$ cat src/rtl/mux_arbiter_if.sv
// rtl/mux_arbiter_if.sv - two-producer / one-consumer handshake bundle for mux_arbiter
interface mux_arbiter_if #(
    parameter int WIDTH = 8
);
    logic             in0_valid;
    logic [WIDTH-1:0] in0_data;
    logic             in0_last;
    logic             in0_ready;
    logic             in1_valid;
    logic [WIDTH-1:0] in1_data;
    logic             in1_last;
    logic             in1_ready;
    logic             out_valid;
    logic [WIDTH-1:0] out_data;
    logic             out_last;
    logic             out_src;
    logic             out_ready;
    logic             busy;

    // Arbiter side
    modport slave (
        input  in0_valid, in0_data, in0_last,
        output in0_ready,
        input  in1_valid, in1_data, in1_last,
        output in1_ready,
        output out_valid, out_data, out_last, out_src, busy,
        input  out_ready
    );

    // Producer/consumer side
    modport master (
        output in0_valid, in0_data, in0_last,
        input  in0_ready,
        output in1_valid, in1_data, in1_last,
        input  in1_ready,
        input  out_valid, out_data, out_last, out_src, busy,
        output out_ready
    );
endinterface

$ cat src/rtl/mux_arbiter.sv
// rtl/mux_arbiter.sv - round-robin burst arbiter feeding a registered 2:1 data mux
module mux_arbiter #(
    parameter int WIDTH = 8
) (
    input  logic            clk,
    input  logic            rst_n,
    mux_arbiter_if.slave    bus
);
    typedef enum logic [1:0] {
        IDLE  = 2'd0,
        LOCK0 = 2'd1,
        LOCK1 = 2'd2
    } state_t;

    state_t           state_q, state_d;
    logic             last_grant_q, last_grant_d;
    logic             out_valid_q;
    logic [WIDTH-1:0] out_data_q;
    logic             out_last_q;
    logic             out_src_q;

    logic             load_en;
    logic             ready0, ready1;
    logic             sel;
    logic             accept;
    logic [WIDTH-1:0] sel_data;
    logic             sel_last;

    // Readies are gated by rst_n so nothing is offered while reset is held.
    assign load_en  = rst_n && (!out_valid_q || bus.out_ready);
    assign sel_data = sel ? bus.in1_data : bus.in0_data;
    assign sel_last = sel ? bus.in1_last : bus.in0_last;

    // Grant selection, ready generation and next-state/priority update
    always_comb begin
        state_d      = state_q;
        last_grant_d = last_grant_q;
        ready0       = 1'b0;
        ready1       = 1'b0;
        sel          = 1'b0;
        accept       = 1'b0;
        case (state_q)
            IDLE: begin
                if (bus.in0_valid && (!bus.in1_valid || last_grant_q)) begin
                    sel    = 1'b0;
                    ready0 = load_en;
                    accept = load_en;
                end else if (bus.in1_valid) begin
                    sel    = 1'b1;
                    ready1 = load_en;
                    accept = load_en;
                end
                if (accept) begin
                    if (sel_last) begin
                        last_grant_d = sel;
                    end else begin
                        state_d = sel ? LOCK1 : LOCK0;
                    end
                end
            end
            LOCK0: begin
                sel    = 1'b0;
                ready0 = load_en;
                accept = load_en && bus.in0_valid;
                if (accept && bus.in0_last) begin
                    state_d      = IDLE;
                    last_grant_d = 1'b0;
                end
            end
            LOCK1: begin
                sel    = 1'b1;
                ready1 = load_en;
                accept = load_en && bus.in1_valid;
                if (accept && bus.in1_last) begin
                    state_d      = IDLE;
                    last_grant_d = 1'b1;
                end
            end
            default: begin
                state_d = IDLE;
            end
        endcase
    end

    // Arbitration state; last_grant resets to 1 so port 0 wins the first tie
    always_ff @(posedge clk or negedge rst_n) begin
        if (!rst_n) begin
            state_q      <= IDLE;
            last_grant_q <= 1'b1;
        end else begin
            state_q      <= state_d;
            last_grant_q <= last_grant_d;
        end
    end

    // Output stage: load on accept, drain on out_ready, otherwise hold
    always_ff @(posedge clk or negedge rst_n) begin
        if (!rst_n) begin
            out_valid_q <= 1'b0;
            out_data_q  <= '0;
            out_last_q  <= 1'b0;
            out_src_q   <= 1'b0;
        end else if (accept) begin
            out_valid_q <= 1'b1;
            out_data_q  <= sel_data;
            out_last_q  <= sel_last;
            out_src_q   <= sel;
        end else if (bus.out_ready) begin
            out_valid_q <= 1'b0;
        end
    end

    assign bus.in0_ready = ready0;
    assign bus.in1_ready = ready1;
    assign bus.out_valid = out_valid_q;
    assign bus.out_data  = out_data_q;
    assign bus.out_last  = out_last_q;
    assign bus.out_src   = out_src_q;
    assign bus.busy      = (state_q != IDLE);
endmodule

$ cat src/flat_wrapper.sv
// flat-port wrapper written by rule: the top's interface ports become plain ports
module mux_arbiter_flat 
#(
    parameter int WIDTH = 8
)
  (clk, rst_n, bus_in0_valid, bus_in0_data, bus_in0_last, bus_in0_ready, bus_in1_valid, bus_in1_data, bus_in1_last, bus_in1_ready, bus_out_valid, bus_out_data, bus_out_last, bus_out_src, bus_busy, bus_out_ready);
  mux_arbiter_if #(.WIDTH(WIDTH)) bus_i ();
  input  logic clk;
  input  logic rst_n;
  input wire logic [$bits(bus_i.in0_valid)-1:0] bus_in0_valid;
  input wire logic [$bits(bus_i.in0_data)-1:0] bus_in0_data;
  input wire logic [$bits(bus_i.in0_last)-1:0] bus_in0_last;
  output wire logic [$bits(bus_i.in0_ready)-1:0] bus_in0_ready;
  input wire logic [$bits(bus_i.in1_valid)-1:0] bus_in1_valid;
  input wire logic [$bits(bus_i.in1_data)-1:0] bus_in1_data;
  input wire logic [$bits(bus_i.in1_last)-1:0] bus_in1_last;
  output wire logic [$bits(bus_i.in1_ready)-1:0] bus_in1_ready;
  output wire logic [$bits(bus_i.out_valid)-1:0] bus_out_valid;
  output wire logic [$bits(bus_i.out_data)-1:0] bus_out_data;
  output wire logic [$bits(bus_i.out_last)-1:0] bus_out_last;
  output wire logic [$bits(bus_i.out_src)-1:0] bus_out_src;
  output wire logic [$bits(bus_i.busy)-1:0] bus_busy;
  input wire logic [$bits(bus_i.out_ready)-1:0] bus_out_ready;
  assign bus_i.in0_valid = bus_in0_valid;
  assign bus_i.in0_data = bus_in0_data;
  assign bus_i.in0_last = bus_in0_last;
  assign bus_in0_ready = bus_i.in0_ready;
  assign bus_i.in1_valid = bus_in1_valid;
  assign bus_i.in1_data = bus_in1_data;
  assign bus_i.in1_last = bus_in1_last;
  assign bus_in1_ready = bus_i.in1_ready;
  assign bus_out_valid = bus_i.out_valid;
  assign bus_out_data = bus_i.out_data;
  assign bus_out_last = bus_i.out_last;
  assign bus_out_src = bus_i.out_src;
  assign bus_busy = bus_i.busy;
  assign bus_i.out_ready = bus_out_ready;
  mux_arbiter #(.WIDTH(WIDTH)) u_core (.clk(clk), .rst_n(rst_n), .bus(bus_i));
endmodule
$ cat config.mk
export PLATFORM = sky130hd
export DESIGN_NAME = mux_arbiter_flat
export DESIGN_NICKNAME = d
export VERILOG_FILES = /design/src/rtl/mux_arbiter_if.sv /design/src/rtl/mux_arbiter.sv /design/src/flat_wrapper.sv
export SDC_FILE = /design/constraint.sdc
export NUM_CORES = 1
export LEC_CHECK = 0
export ABC_AREA = 1
export BUFFER_PORTS_ARGS = -buffer_cell sky130_fd_sc_hd__buf_2
export CORE_MARGIN = 2
export CORE_UTILIZATION = 43
export DETAILED_ROUTE_END_ITERATION = 7
export GPL_TIMING_DRIVEN = 0
export PLACE_DENSITY = 0.7
export RECOVER_POWER = 25
export SETUP_SLACK_MARGIN = 0.1
export SLEW_MARGIN = 20
export SYNTH_ARGS = -nofsm -noshare
export SYNTH_HDL_FRONTEND = slang
export SYNTH_SLANG_ARGS = --single-unit
$ cat constraint.sdc
create_clock -name clk -period 1.6 [get_ports clk]
set_clock_uncertainty 0.2 [all_clocks]
set_input_delay 0.32 -clock clk [delete_from_list [all_inputs] [get_ports clk]]
set_output_delay 0.32 -clock clk [all_outputs]
set_load 0.01 [all_outputs]
==> flow_summary.toml <==
[route]
drt_iter0_markers = 33
ant_nets = 0
drc_errors = 0
dr_total_vias = 1187
wl_per_cell_microns = 14.6
first_pass_iters = 4
viasPerCell = 5.32
totalWireLength_mm = 3.27

[timing]
slew_violations = 0
fin_ws_ns = -0.432
rsz0062_at_grt = "yes"
setup_viol = 17
slew_headroom_pct = 55.8
clock.fmax_mhz = 492
fin_crit_ns = 2.03
post-route-period-util_pct = 127
tightest_slew_ns = 0.661
hold-worst-slack_ns = 0.138
final_hold_viol_count = 0
tns_ns = -3.76

[worst_setup_path]
cp-end-kind = "primary output"
path_cells = "inv_2, ha_2, inv_4, nand2_2, buf_6, and3_4, buf_6"
cpLargestDelayFamily = "flip-flops"
reg2reg_slack_ns = -0.23
critPathMaxFanout = 4
cp_num_buf_inv = 4
cp_slowest_stage_delay_ns = 0.42
path_depth = 7
worst-r2r-cell-count = 10
rr_startpoint = "u_core.state_q[1]$_DFFE_PN0P_"
crit_arrival_ns = 1.51
crit_top_cell = "buf_6"
worstPathRequired_ns = 1.08
cp_slowest_cell = "dfrtp_1"
timing.rr.end = "u_core.bus.out_data[4]$_DFFE_PN0P_"
crit_type = "register to primary output"
cp-start-kind = "register"

[placed_design]
dp_hpwl_mm = 1.74
place_area_sq_um = 1220
place.port_buffers = 36
routabilityCongestion = 0.841

[die]
die_width_microns = 51.5
num_io_pins = 37
die_y_microns = 51.5
core_sq_um = 2170
rows = 17
start_util_pct = 44.8
die_area_sq_um = 2650

[yosys]
synth.area.top_cells = "dfrtp_1 34%, nand2_1 22%, nand3_1 11%, ha_1 5.2%, nand4_1 4.5%"
synth_common_cells = "57 x nand2_1, 22 x nand3_1, 13 x dfrtp_1"
syn_avg_cell_area_sq_um = 7.19
netlist_instances = 135
synth_edf_count = 0
ys.warnings.count = 0
synth_most_common_cell = "nand2_1"
async_flop_share_pct = 100
yosysUniqueCellTypes = 19
netlist_area_sq_um = 971
synth.top_cell.area_share_pct = 33.5
ys_seq_area_share_pct = 36.2
ys_ff_latch = 14
synth_area_leader_cell = "dfrtp_1"
synth_ff_type = "dfrtp_1"
synthesis.nets = 162

[outcome]
outcome = "finished with violations"
violations = "setup timing"

[power_and_ir_drop]
power_density_nw_per_um2 = 1730
leakage_nw = 0.898
ir_worst_vdd_uv = 1040
power.total_mw = 2.83

[global_route]
track_usage_pct = 24.3
globalRoute.totalOverflow = 0
grt_pass1_vias = 1056
antenna_found_initial = 0
grt_max_degree = 15
grt_pass1_wl_mm = 4.82

[worst_hold_path]
holdCritStartpoint = "bus_in1_data[3]"
hold_end = "u_core.bus.out_data[3]$_DFFE_PN0P_"
hold_path.class = "primary input to register"
hold-path-cell-count = 5

[clock_tree]
clockBufferDepth = 2
ctsHtreeMaxLevel = 1
cts_sinks = 14
clkLatencyLatePin_ns = 0.28
cts_tree = "built"
cts-buffers-inserted = 3
clock-root-buffer = "clkbuf_4"
clk_transition_reported_paths_ns = 0.09

[finish]
final_area_sq_um = 1630
diodes = 0
utilization_pct = 75.3
finalNetCount = 223
syn_to_final_growth_pct = 68.3
drive_gt1_share_pct = 59.5

[run]
drv_cap = 0
[tightest hold or removal path: cells and delay by family]
| kind | cells | cell delay, ns |
|---|---|---|
| simple gates | 4 | 0.19 |
| buf+inv | 1 | 0.08 |
[placed cells by master (no fill, tap or decap), types with 2 or more instances in the layout]
master and instances:
nand3_2 7, buf_6 12, ha_4 2, inv_2 2, inv_4 2, nand2_2 24
nand3_4 4, buf_2 34, dfrtp_1 13, nand2_1 32, clkbuf_4 4, nand3_1 16
buf_8 2, nand2_4 5, inv_1 7, nand4_1 7, buf_4 12
[report_power, final]
group	internal, mW	switching, mW
Clock	0.0970	0.126
Sequential	0.521	0.115
Combinational	0.963	1.01
[final cells by class]
cell class | count | area, sq um
multi-input cells | 103 | 699
fillers | 146 | 536
repair buffers | 57 | 414
flip-flops and latches | 14 | 352
plain buffers | 6 | 61.3
inverters | 11 | 46.3
well taps | 28 | 35.0
clock buffers | 4 | 26.3
[repair_timing]
action,4_1_cts,5_1_grt
hold buffers,1,0
setup endpoints to repair,17,17
buffers inserted,11,7
hold endpoints to repair,14,0
gates resized for setup,30,39
pin swaps,18,16
cloned,4,0
[registers in the layout, summed over array words and instances (netlist names)]
signal,count
u_core.bus.out_data,8
u_core.state_q,2
u_core.bus.out_last,1
u_core.bus.out_src,1
u_core.bus.out_valid,1
u_core.last_grant_q,1
[routing by layer]
metal / vias up / wire, microns / GRT usage (%)
li1: 560 / - / -
met1: 561 / 1340 / 32.6
met2: 56 / 1590 / 39.3
met3: 10 / 252 / 5.17
met4: 0 / 78 / 7.02
met5: - / 0 / 0
[per-stage QoR]
stage	std cells	worst slack (ns)
finish	223	-0.432
global route	223	-0.481
CTS	219	-0.434
detailed placement	199	-0.363
global placement	199	-0.337
floorplan	135	-0.113
[worst max-delay path by stage]
| stage | slack, ns | from | end |
|---|---|---|---|
| 6_report | -0.43 | u_core.state_q[0]$_DFFE_PN0P_ | bus_in1_ready |
| 5_1_grt | -0.48 | u_core.state_q[0]$_DFFE_PN0P_ | bus_in1_ready |
| 4_1_cts | -0.43 | u_core.state_q[1]$_DFFE_PN0P_ | bus_in1_ready |
| 3_5_place_dp | -0.36 | rst_n | bus_in0_ready |
| 3_3_place_gp | -0.34 | rst_n | bus_in0_ready |
| 2_1_floorplan | -0.11 | u_core.state_q[1]$_DFFE_PN0P_ | bus_in1_ready |
[cell families after synthesis]
family,after synthesis,share of synthesized area (%)
and+or+nand+nor,97,47.4
buffers and inverters,18,10.2
DFF,14,36.2
adders and majority gates,4,5.15
AOI/OAI and AO/OA,2,1.03
Power figures use the tool's default switching activity.
